===== src/rtl/is_uart_rx_ctrl.sv =====
// UART receive controller: oversampled start/data/parity/stop sampling with a
// valid/ready byte output, frame/parity error status and overrun pulse.
module is_uart_rx_ctrl #(
    parameter int RATIO      = 16,
    parameter int DATA_BITS  = 8,
    parameter int PARITY_EN  = 0,
    parameter int PARITY_ODD = 0
) (
    input  logic                 clk_i,
    input  logic                 rst_i,
    input  logic                 uart_ce_i,
    input  logic                 rx_i,
    output logic [DATA_BITS-1:0] rx_data_o,
    output logic                 rx_valid_o,
    input  logic                 rx_ready_i,
    output logic                 frame_err_o,
    output logic                 parity_err_o,
    output logic                 overrun_o,
    output logic                 busy_o
);

    localparam int CW = $clog2(RATIO);
    localparam int BW = (DATA_BITS > 1) ? $clog2(DATA_BITS) : 1;

    localparam logic [CW-1:0] CNT_HALF = CW'(RATIO / 2 - 1);
    localparam logic [CW-1:0] CNT_LAST = CW'(RATIO - 1);
    localparam logic [BW-1:0] IDX_LAST = BW'(DATA_BITS - 1);
    localparam logic          PEN_BIT  = (PARITY_EN != 0);
    localparam logic          ODD_BIT  = (PARITY_ODD != 0);

    typedef enum logic [2:0] {
        ST_IDLE   = 3'd0,
        ST_START  = 3'd1,
        ST_DATA   = 3'd2,
        ST_PARITY = 3'd3,
        ST_STOP   = 3'd4,
        ST_BREAK  = 3'd5
    } state_t;

    state_t                 state_r;
    logic [CW-1:0]          cnt_r;
    logic [BW-1:0]          bit_idx_r;
    logic [DATA_BITS-1:0]   shift_r;
    logic                   par_err_r;
    logic                   frame_done_s;

    // Result is 1 when data plus received parity bit disagree with the selected parity sense.
    function automatic logic parity_f(input logic [DATA_BITS-1:0] data,
                                      input logic par_bit,
                                      input logic odd);
        return (^data) ^ par_bit ^ odd;
    endfunction

    // Stop-bit sample tick: the frame is complete on this cycle.
    always_comb begin
        frame_done_s = 1'b0;
        if (uart_ce_i && (state_r == ST_STOP) && (cnt_r == CNT_LAST)) begin
            frame_done_s = 1'b1;
        end else begin
            frame_done_s = 1'b0;
        end
    end

    // Receive sequencer: every state change and counter update is gated by the oversample tick.
    always_ff @(posedge clk_i or posedge rst_i) begin
        if (rst_i) begin
            state_r   <= ST_IDLE;
            cnt_r     <= {CW{1'b0}};
            bit_idx_r <= {BW{1'b0}};
            shift_r   <= {DATA_BITS{1'b0}};
            par_err_r <= 1'b0;
            busy_o    <= 1'b0;
        end else if (uart_ce_i) begin
            case (state_r)
                ST_IDLE: begin
                    if (!rx_i) begin
                        state_r <= ST_START;
                        cnt_r   <= {CW{1'b0}};
                        busy_o  <= 1'b1;
                    end
                end
                ST_START: begin
                    if (cnt_r == CNT_HALF) begin
                        if (!rx_i) begin
                            state_r   <= ST_DATA;
                            cnt_r     <= {CW{1'b0}};
                            bit_idx_r <= {BW{1'b0}};
                        end else begin
                            // Line went back high before mid-start: a glitch, not a frame.
                            state_r <= ST_IDLE;
                            busy_o  <= 1'b0;
                        end
                    end else begin
                        cnt_r <= cnt_r + CW'(1);
                    end
                end
                ST_DATA: begin
                    if (cnt_r == CNT_LAST) begin
                        cnt_r   <= {CW{1'b0}};
                        shift_r <= {rx_i, shift_r[DATA_BITS-1:1]};
                        if (bit_idx_r == IDX_LAST) begin
                            state_r <= PEN_BIT ? ST_PARITY : ST_STOP;
                        end else begin
                            bit_idx_r <= bit_idx_r + BW'(1);
                        end
                    end else begin
                        cnt_r <= cnt_r + CW'(1);
                    end
                end
                ST_PARITY: begin
                    if (cnt_r == CNT_LAST) begin
                        par_err_r <= parity_f(shift_r, rx_i, ODD_BIT);
                        state_r   <= ST_STOP;
                        cnt_r     <= {CW{1'b0}};
                    end else begin
                        cnt_r <= cnt_r + CW'(1);
                    end
                end
                ST_STOP: begin
                    if (cnt_r == CNT_LAST) begin
                        cnt_r <= {CW{1'b0}};
                        if (rx_i) begin
                            state_r <= ST_IDLE;
                            busy_o  <= 1'b0;
                        end else begin
                            state_r <= ST_BREAK;
                        end
                    end else begin
                        cnt_r <= cnt_r + CW'(1);
                    end
                end
                ST_BREAK: begin
                    // A held-low line must return high before another start can be seen.
                    if (rx_i) begin
                        state_r <= ST_IDLE;
                        busy_o  <= 1'b0;
                    end
                end
                default: begin
                    state_r <= ST_IDLE;
                    cnt_r   <= {CW{1'b0}};
                    busy_o  <= 1'b0;
                end
            endcase
        end
    end

    // Output holding register: load on completion if free or being drained, else flag overrun.
    always_ff @(posedge clk_i or posedge rst_i) begin
        if (rst_i) begin
            rx_data_o    <= {DATA_BITS{1'b0}};
            rx_valid_o   <= 1'b0;
            frame_err_o  <= 1'b0;
            parity_err_o <= 1'b0;
            overrun_o    <= 1'b0;
        end else begin
            overrun_o <= 1'b0;
            if (frame_done_s) begin
                if (!rx_valid_o || rx_ready_i) begin
                    rx_data_o    <= shift_r;
                    frame_err_o  <= ~rx_i;
                    parity_err_o <= PEN_BIT & par_err_r;
                    rx_valid_o   <= 1'b1;
                end else begin
                    overrun_o <= 1'b1;
                end
            end else if (rx_valid_o && rx_ready_i) begin
                rx_valid_o <= 1'b0;
            end
        end
    end

endmodule


===== config.mk =====
export PLATFORM = sky130hd
export DESIGN_NAME = is_uart_rx_ctrl
export DESIGN_NICKNAME = d
export VERILOG_FILES = /design/src/rtl/is_uart_rx_ctrl.sv
export SDC_FILE = /design/constraint.sdc
export NUM_CORES = 1
export LEC_CHECK = 0
export CAP_MARGIN = 5
export CELL_PAD_IN_SITES_DETAIL_PLACEMENT = 0
export CELL_PAD_IN_SITES_GLOBAL_PLACEMENT = 1
export CORE_MARGIN = 10
export CORE_UTILIZATION = 45
export DETAILED_ROUTE_END_ITERATION = 7
export PLACE_DENSITY_LB_ADDON = 0.1
export SYNTH_ARGS = -nofsm -noshare
export SYNTH_HDL_FRONTEND = slang
export SYNTH_SLANG_ARGS = --single-unit

===== constraint.sdc =====
create_clock -name clk_i -period 2.8 [get_ports clk_i]
set_input_delay 0.56 -clock clk_i [delete_from_list [all_inputs] [get_ports clk_i]]
set_output_delay 0.56 -clock clk_i [all_outputs]
set_load 0.05 [all_outputs]

==> metrics <==
clock share of power=19.0%; first-pass GRT wire length=5.15 mm; Pleak=0.777 nW; XOR/XNOR Fraction of Synth Area=0.598%; Yosys reg bits=30; Synth Flop Type=dfrtp_1; multi-input logic area=657 µm²; CP bufs+invs=1; FF+latch area=751 µm²; Hold Buf Count CTS=0; Clock Skew=0.00646 ns; 1st-pass router iterations=5; Worst Setup End Kind=output port; DRC Markers=0; PD cells=733 nW/µm²; f_max=0.474 GHz; Adder-Cell Fraction of Synth Area=2.56%; async set-reset flop share out of synthesis=100%; Largest delay share family, worst path=buffers and inverters; outcome=complete, no violations; GP Congestion=0.753; Netlist Area Pre-Place=1470 µm²; Tmin final=2.11 ns; final hold vios=0; Data arrival, critical path=1.55 ns; switching share of power=38.1%; post-DP HPWL=1.92 mm; height of the die=77.1 µm; period utilization=75.3%; Util after Layout=55.5%; number of max-cap violations=0; post-route ant nets=0; CP Launch Type=register; r2r setup slk=0.72 ns; worst hold path type=register to register; Slew Limit Fails=0; Die W=77.1 µm; CP peak stage delay=0.84 ns; Synth Area in Simple Gates=14.5%; Synth Net Count=140; GRT overflow=0; Initial Utilization=47.6%; largest net degree at the start of global routing=31; Worst-path clk slew=0.09 ns; P_sw=0.477 mW; Post-synth EDFFs=0; Post-CTS Setup Inserts=0; Compound-Gate Fraction of Synth Area=11.8%; CTS Buf Count=5; Clock Latency Late Sink=0.32 ns; RSZ-0062 raised after global routing=no; combinational power share=31.1%; DR vias=1057; sequential power share=49.8%; initial detailed-routing violation count=51; I/O Buffers=16; share of cells above drive strength 1=18.0%; main combinational cell family by area after synthesis=multiplexers; CTS Root Cell=clkbuf_4; Clock Path Buffers=2; Total Nets Final=158; max_slew headroom=64.6%; mux share of post-synthesis cell area=15.1%; final instance area=1710 µm²; sinks on the clock net=30; vias in the first global route=1044; post-route setup TNS=0 ns; CTS-repair resized insts=0; Fill cells=273; worst-path maximum fanout=4; drt total wl=2.80 mm; Design Power=1.25 mW; final setup fails=0; Via density=5.45; hold_ws=0.494 ns; Synth cell types=38; CP Data Required Time=2.24 ns; initial antenna violation count=0; TritonCTS clock tree=done; Area Growth Syn to Fin=16.6%; # diodes=0; Peak VDD IR=0.356 mV; critical path's slowest cell=clkdlybuf4s50_1; Gate Count Post-Synth=132; worst slew pin tran=0.529 ns; Die ar.=5940 µm²; core area=3080 µm²; Int Pwr=0.776 mW; site row count=20; placed cell areas=1660 µm²; CTS H-tree depth=2; IO Count=18; critical-path cell list=clkdlybuf4s50_1; Syn. warnings=0; Avg Cell Area, Syn=11.1 µm²; critical path class=register to output port; Tot GR Track Use=10.4%; sequential fraction of the synthesis area=51.2%; WL per Instance=14.4 µm
[synth_stat cells (2+ instances only)]
master / n / area (µm²)
and3_1: 2 / 12.5
o2bb2ai_1: 3 / 26.3
inv_1: 4 / 15.0
mux2_2: 16 / 180
nor2_1: 8 / 30.0
nand2_1: 9 / 33.8
nor3b_1: 3 / 22.5
o21ai_0: 5 / 25.0
o211ai_1: 2 / 15.0
o31ai_1: 2 / 15.0
a21oi_1: 5 / 25.0
nor2b_1: 4 / 25.0
dfrtp_1: 30 / 751
mux2i_1: 3 / 30.0
nand3_1: 5 / 25.0
a32o_1: 2 / 20.0
nand2b_1: 2 / 12.5
clkbuf_1: 5 / 18.8
ha_1: 3 / 37.5
[power groups by stage]
| stage | clock [mW] | sequential [mW] | combinational (mW) |
|---|---|---|---|
| floorplan | 0 | 0.594 | 0.336 |
| finish | 0.238 | 0.624 | 0.390 |
| global placement | 0 | 0.629 | 0.384 |
| CTS | 0.247 | 0.624 | 0.393 |
| detailed placement | 0 | 0.633 | 0.386 |
| global route | 0.266 | 0.641 | 0.451 |
[worst register-to-register path, delay by kind of cell, from the launching register on]
kind            cells  cell delay, ns
flops               1            0.62
compound gates      1            0.25
mux                 1            0.34
simple gates        2            0.75
[per-stage QoR]
step,instances,worst slack (ns)
finish,194,0.690
global route,194,0.602
CTS,194,0.665
detailed placement,187,0.489
global placement,187,0.509
floorplan,132,0.957
[cell type report]
cell class                      instances  share of cell area [%]
Clock buffer                            5                    2.20
Sequential cell                        30                    44.0
Tap cell                               44                    3.22
Timing Repair Buffer                   19                    10.7
Inverter                                4                   0.879
Multi-Input combinational cell         90                    38.5
Clock inverter                          2                   0.586
[final timing paths]
kind                                         start                        to  depth (start not counted)
max                             busy_o$_DFFE_PP0P_                    busy_o                          1
min                        frame_err_o$_DFFE_PP0P_   frame_err_o$_DFFE_PP0P_                          2
max reg2reg                 state_r[1]$_DFFE_PP0P_  bit_idx_r[0]$_DFFE_PP0P_                          4
min reg2reg                frame_err_o$_DFFE_PP0P_   frame_err_o$_DFFE_PP0P_                          2
max in group asynchronous                    rst_i  bit_idx_r[2]$_DFFE_PP0P_                          3
min in group asynchronous                    rst_i      cnt_r[3]$_DFFE_PP0P_                          3
[cells by family (layout without fill, tap and decap cells)]
group / Yosys count / count (layout)
AOI/OAI and AO/OA: 25 / 25
other: 1 / 1
DFF: 30 / 30
xor gates and xnor gates: 1 / 1
adders and majority gates: 3 / 3
buffers and inverters: 12 / 30
and+or+nand+nor: 40 / 40
muxes: 20 / 20
[sequential cells by signal, summed over array words and instances, names as in the netlist]
name	cells
state_r	3
cnt_r	4
rx_valid_o	1
busy_o	1
bit_idx_r	3
frame_err_o	1
overrun_o	1
shift_r	8
rx_data_o	8
[cell usage in the layout (no fill, tap or decap), types with 2 or more instances in the layout]
| cell type | count |
|---|---|
| mux2_2 | 16 |
| clkinv_2 | 2 |
| clkbuf_4 | 5 |
| o31ai_1 | 2 |
| nor2b_1 | 4 |
| o21ai_0 | 5 |
| mux2i_1 | 3 |
| nand3_1 | 5 |
| a21oi_1 | 5 |
| nor2_1 | 8 |
| o2bb2ai_1 | 3 |
| dfrtp_1 | 30 |
| ha_1 | 3 |
| a32o_1 | 2 |
| clkdlybuf4s50_1 | 16 |
| and3_1 | 2 |
| o211ai_1 | 2 |
| inv_1 | 4 |
| nor3b_1 | 3 |
| nand2_1 | 9 |
| nand2b_1 | 2 |
| buf_4 | 3 |
[routing by layer]
metal  routed length [µm]  GRT usage (%)
met3                  211           4.90
met4                   12           3.28
met2                 1250           15.0
met1                 1330           13.3
met5                    0              0
No activity file was read; power rests on OpenSTA's default activity.
